### src/rtl/bad_apple_pkg.sv
// Shared definitions for the Bad Apple flash-to-video path.
// Holds the flash read opcode, the flash address width and the SPI reader state encoding.
package bad_apple_pkg;

  localparam logic [7:0] CMD_READ         = 8'h03;
  localparam int         FLASH_ADDR_WIDTH = 24;

  typedef enum logic [2:0] {
    IDLE       = 3'd0,
    CS_SETUP   = 3'd1,
    SHIFT_CMD  = 3'd2,
    SHIFT_DATA = 3'd3,
    STALL      = 3'd4,
    CS_HOLD    = 3'd5
  } spi_rd_state_t;

endpackage

### src/rtl/spi_frame_reader.sv
// SPI master that reads one compressed frame from flash (READ 0x03 + address) and
// presents the received bytes one at a time on a valid/ready byte interface.
module spi_frame_reader
  import bad_apple_pkg::*;
#(
  parameter int ADDR_WIDTH = FLASH_ADDR_WIDTH,
  parameter int LEN_WIDTH  = 16
) (
  input  logic                  CLK_40,
  input  logic                  reset,
  input  logic                  SPI_clk_en,
  input  logic                  start,
  input  logic [ADDR_WIDTH-1:0] start_addr,
  input  logic [LEN_WIDTH-1:0]  byte_count,
  input  logic                  abort,
  input  logic                  SPI_MISO,
  output logic                  SPI_SCLK,
  output logic                  SPI_CS_n,
  output logic                  SPI_MOSI,
  output logic [7:0]            data_out,
  output logic                  data_valid,
  input  logic                  data_ready,
  output logic                  busy,
  output logic                  done,
  output spi_rd_state_t         dbg_state
);

  // Byte handshake: a byte transfers on every CLK_40 edge where data_valid && data_ready;
  // data_valid stays high, with data_out stable, until that happens.

  localparam int TX_BITS = 8 + ADDR_WIDTH;
  localparam int CNT_W   = $clog2(TX_BITS);

  spi_rd_state_t          r_state;
  spi_rd_state_t          w_state_next;
  logic                   r_sclk;
  logic                   r_cs_n;
  logic [TX_BITS-1:0]     r_tx;
  logic [7:0]             r_shift;
  logic [CNT_W-1:0]       r_bit_cnt;
  logic [LEN_WIDTH-1:0]   r_remaining;
  logic [7:0]             r_data_out;
  logic                   r_data_valid;
  logic                   r_busy;
  logic                   r_done;

  logic w_rise;
  logic w_fall;
  logic w_cmd_last;
  logic w_bit7;
  logic w_room;
  logic w_accept;
  logic w_last;
  logic w_byte_done;
  logic w_load;
  logic w_abort;

  assign w_rise      = SPI_clk_en && !r_sclk;
  assign w_fall      = SPI_clk_en && r_sclk;
  assign w_cmd_last  = (r_bit_cnt == CNT_W'(TX_BITS - 1));
  assign w_bit7      = (r_bit_cnt == CNT_W'(7));
  assign w_room      = !r_data_valid || data_ready;
  assign w_accept    = r_data_valid && data_ready;
  assign w_last      = (r_remaining == LEN_WIDTH'(1));
  assign w_byte_done = (r_state == SHIFT_DATA) && w_fall && w_bit7;
  assign w_load      = (w_byte_done || (r_state == STALL)) && w_room;
  assign w_abort     = abort && (r_state != IDLE);

  always_comb begin
    w_state_next = r_state;
    case (r_state)
      IDLE:       if (start && (byte_count != '0)) w_state_next = CS_SETUP;
      CS_SETUP:   if (SPI_clk_en) w_state_next = SHIFT_CMD;
      SHIFT_CMD:  if (w_fall && w_cmd_last) w_state_next = SHIFT_DATA;
      SHIFT_DATA: if (w_byte_done) w_state_next = !w_room ? STALL : (w_last ? CS_HOLD : SHIFT_DATA);
      STALL:      if (w_room) w_state_next = w_last ? CS_HOLD : SHIFT_DATA;
      CS_HOLD:    if (SPI_clk_en) w_state_next = IDLE;
      default:    w_state_next = IDLE;
    endcase
    if (w_abort) w_state_next = IDLE;
  end

  always_ff @(posedge CLK_40 or posedge reset) begin
    if (reset) begin
      r_state      <= IDLE;
      r_sclk       <= 1'b0;
      r_cs_n       <= 1'b1;
      r_tx         <= '0;
      r_shift      <= '0;
      r_bit_cnt    <= '0;
      r_remaining  <= '0;
      r_data_out   <= '0;
      r_data_valid <= 1'b0;
      r_busy       <= 1'b0;
      r_done       <= 1'b0;
    end else begin
      r_state <= w_state_next;
      r_done  <= 1'b0;
      if (w_accept) r_data_valid <= 1'b0;

      case (r_state)
        IDLE: begin
          if (start) begin
            if (byte_count != '0) begin
              r_remaining <= byte_count;
              r_tx        <= {CMD_READ, start_addr};
              r_bit_cnt   <= '0;
              r_busy      <= 1'b1;
              r_cs_n      <= 1'b0;
            end else begin
              r_done <= 1'b1;
            end
          end
        end
        SHIFT_CMD: begin
          // MOSI is the MSB of r_tx; the zero fill leaves MOSI low once the header is out.
          if (w_rise) begin
            r_sclk <= 1'b1;
          end else if (w_fall) begin
            r_sclk    <= 1'b0;
            r_tx      <= {r_tx[TX_BITS-2:0], 1'b0};
            r_bit_cnt <= w_cmd_last ? '0 : r_bit_cnt + CNT_W'(1);
          end
        end
        SHIFT_DATA: begin
          if (w_rise) begin
            r_sclk  <= 1'b1;
            r_shift <= {r_shift[6:0], SPI_MISO};
          end else if (w_fall) begin
            r_sclk    <= 1'b0;
            r_bit_cnt <= w_bit7 ? '0 : r_bit_cnt + CNT_W'(1);
          end
        end
        CS_HOLD: begin
          if (SPI_clk_en) begin
            r_cs_n <= 1'b1;
            r_busy <= 1'b0;
            r_done <= 1'b1;
          end
        end
        default: ;
      endcase

      if (w_load) begin
        r_data_out   <= r_shift;
        r_data_valid <= 1'b1;
        r_remaining  <= r_remaining - LEN_WIDTH'(1);
      end

      if (w_abort) begin
        r_cs_n       <= 1'b1;
        r_sclk       <= 1'b0;
        r_tx         <= '0;
        r_bit_cnt    <= '0;
        r_data_valid <= 1'b0;
        r_busy       <= 1'b0;
        r_done       <= 1'b0;
      end
    end
  end

  assign SPI_SCLK   = r_sclk;
  assign SPI_CS_n   = r_cs_n;
  assign SPI_MOSI   = r_tx[TX_BITS-1];
  assign data_out   = r_data_out;
  assign data_valid = r_data_valid;
  assign busy       = r_busy;
  assign done       = r_done;
  assign dbg_state  = r_state;

endmodule
### config.mk
export PLATFORM = sky130hd
export DESIGN_NAME = spi_frame_reader
export DESIGN_NICKNAME = d
export VERILOG_FILES = /design/src/rtl/bad_apple_pkg.sv /design/src/rtl/spi_frame_reader.sv
export SDC_FILE = /design/constraint.sdc
export NUM_CORES = 1
export LEC_CHECK = 0
export BUFFER_PORTS_ARGS = -buffer_cell sky130_fd_sc_hd__buf_2
export CORE_MARGIN = 2
export CORE_UTILIZATION = 35
export DETAILED_ROUTE_END_ITERATION = 10
export GPL_TIMING_DRIVEN = 0
export PLACE_DENSITY = 0.62
export SLEW_MARGIN = 20
export SYNTH_ARGS = -nofsm -noshare
export SYNTH_HDL_FRONTEND = slang
export SYNTH_SLANG_ARGS = --single-unit
### constraint.sdc
create_clock -name CLK_40 -period 2.8 [get_ports CLK_40]
set_input_delay 0.56 -clock CLK_40 [delete_from_list [all_inputs] [get_ports CLK_40]]
set_output_delay 0.56 -clock CLK_40 [all_outputs]
set_load 0.01 [all_outputs]
Word-level counts from Yosys, hierarchy flattened:

Index checks and enable logic that the tools add are counted.
W data, S select, Z words.

* register bits: 77
* input port bits: 47
* word-level logic and storage cells: 118
* output and inout port bits: 17

* muxes and demuxes: 52
* equal/unequal tests: 20
* add/sub/neg operators: 2
* reduce and logical (&&, ||, !) cells: 33

Operators by type and width (count)
* $mux W32: 5
* $mux W16: 4
* $pmux W32 S2: 1
* $mux W5: 9
* $ne A3 B3 Y1 const B: 12
* $mux W3: 9
* $mux W1: 19
* $pmux W3 S6: 1
* $eq A16 B1 Y1 const B: 1
* $reduce_bool A16 Y1: 1
* $sub A16 B1 Y16 const B: 1
* $pmux W5 S3: 1
* $reduce_bool A3 Y1: 5
* $logic_and A1 B1 Y1: 9
* $reduce_bool A2 Y1: 4
* $reduce_and A7 Y1: 1
* $eq A3 B2 Y1 const B: 2
* $eq A3 B3 Y1 const B: 2
* $pmux W1 S2: 3
* $reduce_and A6 Y1: 1
* $add A5 B1 Y5 const B: 1
* $eq A5 B3 Y1 const B: 1
* $eq A5 B5 Y1 const B: 1
* $reduce_and A5 Y1: 1
* 9 further kinds: 12

Logic depth before layout (Yosys ltp):

* word-level depth: 7
* gate-level depth with buffers: 9
* depth with buffers taken out: 8

Worst setup path before layout:

Ideal clock, no wire load.

* path kind: flip-flop to flip-flop
* start point: register r_state[0] (netlist: dbg_state[0])
* end point: register r_remaining[6]
* buffers on the path: 4
* data required time: 2676 ps
* cell stages (with the launch flop): 10
* path slack: 771 ps
* setup time: 124 ps
* data arrival time: 1905 ps
* period minus slack after synthesis: 2029 ps
* path through: dfrtp_1 > buf_6 > or3b_1 > o31a_1 > or2_1 > buf_2 > buf_6 > buf_2 > o211ai_1 > nand2_1

* word-level cells in the longest chain between the ends: 7
* elaborated cells between the ends (all ways): 12
* classes of those cells: eq/ne: 2; mux: 1; reduce/logical: 9

Ends and longest elaborated chain
* start: declaration: line spi_frame_reader.sv:34 `spi_rd_state_t r_state;`
* start signal: assignment: line spi_frame_reader.sv:97 `r_state <= w_state_next;`
* $eq A3 B2 Y1: line spi_frame_reader.sv:65 `assign w_byte_done = (r_state == SHIFT_DATA) && w_fall && w_bit7;`
* $logic_and A1 B1 Y1 (2 in a row): line spi_frame_reader.sv:65
* $logic_or A1 B1 Y1: line spi_frame_reader.sv:66 `assign w_load = (w_byte_done || (r_state == STALL)) && w_room;`
* $logic_and A1 B1 Y1: line spi_frame_reader.sv:66
* $reduce_bool A2 Y1 (no source line)
* $reduce_and A3 Y1 (no source line)
* end signal: assignment: line spi_frame_reader.sv:105 `r_remaining <= byte_count;`
* end signal: assignment: line spi_frame_reader.sv:147 `r_remaining <= r_remaining - LEN_WIDTH'(1);`
* end: declaration: line spi_frame_reader.sv:41 `logic [LEN_WIDTH-1:0] r_remaining;`

Several ways; a longest one is shown, not always the timed one.
A chain may end at the register's enable or synchronous reset.

Final worst setup path:

* start point: input port byte_count[3]
* end point: register r_remaining[5]

* word-level cells in the longest chain between the ends: 3

Ends and longest elaborated chain
* start: declaration: line spi_frame_reader.sv:14 `input logic [LEN_WIDTH-1:0] byte_count,`
* $reduce_bool A16 Y1: line spi_frame_reader.sv:104 `if (byte_count != '0) begin`
* $reduce_bool A2 Y1 (no source line)
* $reduce_and A3 Y1 (no source line)

Every way passes these cells.

==> flow_metrics.env <==
export IMPL_synth_cell_area_sq_um=3884
export IMPL_clock_path_buffers=2
export IMPL_initial_core_util_pct=35.83
export IMPL_finalHoldViolations=0
export IMPL_syn_to_final_growth_pct=19.56
export IMPL_synthFlopType="dfrtp_1"
export IMPL_die_width_microns=109.3
export IMPL_async_flop_share_pct=100.0
export IMPL_synth_avg_cell_area_sq_um=9.291
export IMPL_wl_per_cell_microns=14.83
export IMPL_hold_class="in -> async"
export IMPL_grt_pass1_wl_mm=15.95
export IMPL_slew_headroom_pct=56.46
export IMPL_gp_congestion=0.8894
export IMPL_ctsHoldBuffers=0
export IMPL_grt_antenna_before_repair=0
export IMPL_drt_wl_total_mm=9.460
export IMPL_overflow=0
export IMPL_die_h_microns=109.3
export IMPL_drt_iter0_markers=191
export IMPL_finalCriticalPeriod_ns=2.295
export IMPL_crit_slowest_cell="nor4_1"
export IMPL_nets=544
export IMPL_synth_edf_count=0
export IMPL_worst_setup_path_type="in -> reg"
export IMPL_reg2reg_setup_slack_ns=0.51
export IMPL_power_density_nw_per_um2=932.1
export IMPL_grt_usage_pct=17.10
export IMPL_grt_pass1_vias=3362
export IMPL_syn_instance_count=418
export IMPL_arrival_ns=2.55
export IMPL_synth_nets=469
export IMPL_yosysSeqAreaShare_pct=49.65
export IMPL_htreeDepth=3
export IMPL_tightest_slew_ns=0.6531
export IMPL_grt_max_degree=55
export IMPL_fin_crit_sh_pct=81.98
export IMPL_path_max_fanout=10
export IMPL_drv_cap=0
export IMPL_cp_end_kind="register"
export IMPL_port_buffers=63
export IMPL_outcome="finished clean"
export IMPL_setup_tns_ns=0
export IMPL_start_kind="input port"
export IMPL_critPathMaxStageDelay_ns=0.50
export IMPL_cts_buffers=9
export IMPL_yosysUniqueCellTypes=57
export IMPL_cts_setup_buffers=0
export IMPL_io_pins=64
export IMPL_via_count=3416
export IMPL_dp_hpwl_mm=6.766
export IMPL_setup_violations=0
export IMPL_ys_warn_count=0
export IMPL_reg2reg_to="r_tx[17]"
export IMPL_rsz0062_at_grt="false"
export IMPL_ys_seq_elements=77
export IMPL_cts_root_buf="clkbuf_8"
export IMPL_postRouteAntennaNets=0
export IMPL_path_clk_slew_ns=0.08
export IMPL_drtPass1Iterations=5
export IMPL_drv_slew=0
export IMPL_insertion_delay_ns=0.35
export IMPL_via_per_inst=5.354
export IMPL_worstReg2RegStart="dbg_state[2]"
export IMPL_drive_gt1_share_pct=21.69
export IMPL_core_sq_um=10840
export IMPL_dieArea_sq_um=11960
export IMPL_skew_ns=0.01041
export IMPL_vdd_drop_max_mv=0.4189
export IMPL_p_leak_nw=2.054
export IMPL_diodes=0
export IMPL_r2r_cells=7
export IMPL_drc_errors=0
export IMPL_clock_sinks=77
export IMPL_cpMostUsedCell="buf_2"
export IMPL_fmax_mhz=435.7
export IMPL_cp_required_ns=3.06
export IMPL_final_util_pct=42.83
export IMPL_crit_chain="buf_2 -> nor4_1 -> and4_1 -> or2_2 -> clkbuf_1 -> buf_2 -> nor2_1 -> a311oi_1"
export IMPL_post_cts_resize_count=0
export IMPL_rows=38
export IMPL_cts_tree="done"
## power breakdown
part           switching (W)  total [W]  internal [W]
Clock               0.000416    0.00101      0.000592
Sequential          0.000292    0.00181       0.00152
Combinational       0.000895    0.00151      0.000615
Total                0.00160    0.00433       0.00272
## routing by layer
| metal | track usage [%] | up-vias | routed length (microns) |
|---|---|---|---|
| li1 | - | 1660 | - |
| met1 | 24.22 | 1633 | 4462 |
| met2 | 25.18 | 107 | 4349 |
| met3 | 3.438 | 16 | 484 |
| met4 | 7.776 | 0 | 163 |
| met5 | 0 | - | 0 |
## how the worst max path moves through the flow
| stage | to | cells past startpoint | from | slack, ns |
|---|---|---|---|---|
| 6_report | r_remaining[5] | 8 | byte_count[3] | 0.50 |
| 2_1_floorplan | SPI_SCLK | 1 | reset | 0.27 |
| 4_1_cts | r_tx[17] | 7 | dbg_state[2] | 0.47 |
| 3_3_place_gp | data_valid | 2 | reset | -0.71 |
| 5_1_grt | r_remaining[5] | 8 | byte_count[3] | 0.22 |
| 3_5_place_dp | r_remaining[5] | 8 | byte_count[3] | 0.12 |
## Yosys cell counts, drive strengths merged (4+ instances only)
cell,n,area (sq um)
a21oi,34,170.2
a22oi,26,195.2
buf,12,70.07
clkbuf,18,67.56
dfrtp,76,1902
ha,4,50.05
inv,19,71.32
mux2,9,101.4
nand2,41,153.9
nand3,18,90.09
nor2,44,165.2
nor2b,6,37.54
nor3,6,30.03
nor4,10,68.81
o211ai,6,45.04
o21a,7,52.55
o21ai,23,115.1
o221a,5,56.30
o22ai,6,43.79
or4,4,30.03
## per-stage QoR
step	power, W	instance area, sq um	hold slack [ns]	worst slack (ns)	std cells
detailed placement	0.003336	4404	0.4616	0.1154	622
global route	0.004677	4643	0.1713	0.2249	638
finish	0.004328	4643	0.1737	0.5047	638
global placement	0.003271	4374	0.4517	-0.7129	621
CTS	0.004357	4643	0.1599	0.4679	638
floorplan	0.002891	3884	0.4348	0.2750	418
## layout make-up
| type | count | area, sq um |
|---|---|---|
| Tap cell | 140 | 175.2 |
| Inverter | 19 | 73.82 |
| Multi-Input combinational cell | 292 | 1747 |
| Sequential cell | 77 | 1928 |
| Fill cell | 1085 | 6197 |
| Buffer | 30 | 137.6 |
| Clock buffer | 10 | 127.6 |
| Clock inverter | 6 | 111.4 |
| Timing Repair Buffer | 64 | 342.8 |
## sequential cells by signal, summed over array words and instances, names as in the netlist
register / count
r_shift: 8
r_remaining: 16
busy: 1
dbg_state: 3
SPI_SCLK: 1
data_out: 8
done: 1
SPI_CS_n: 1
data_valid: 1
r_tx: 32
r_bit_cnt: 5
## worst max-delay path: cells and delay by family
family	cells	cell delay, ns
buf+inv	3	0.70
simple gates	4	1.09
compound gates	1	0.19
## cell families after synthesis
kind of cell / count (synthesis) / synth area share, %
AOI/OAI and AO/OA: 127 / 21.71
adders and majority gates: 4 / 1.289
buffers and inverters: 49 / 5.380
DFF: 77 / 49.65
muxes: 12 / 3.383
and+or+nand+nor: 149 / 18.59
## cell usage in the layout (no fill, tap or decap), types with 2 or more instances in the layout
cell type,netlist,routed
buf_2,8,71
nand2_1,41,41
o211ai_1,6,6
inv_1,19,18
mux2i_1,3,3
nor2_1,44,44
dfrtp_1,76,76
nor3_1,6,6
a31oi_1,2,2
ha_1,4,4
or3_1,3,3
mux2_2,9,9
a211oi_1,3,3
nor3b_1,3,3
clkbuf_8,0,9
nor4_1,9,9
a22oi_1,26,26
a22o_1,2,2
nor2b_1,6,6
a21oi_1,34,34
o21ai_0,20,20
o221a_2,4,4
buf_1,2,2
o21a_1,7,7
clkbuf_1,18,19
buf_6,2,2
nand3_1,18,18
nand2b_1,2,2
a32oi_1,3,3
bufinv_16,0,3
o22ai_1,5,5
o21ai_1,3,3
or4_1,4,4
Power figures use the tool's default switching activity.
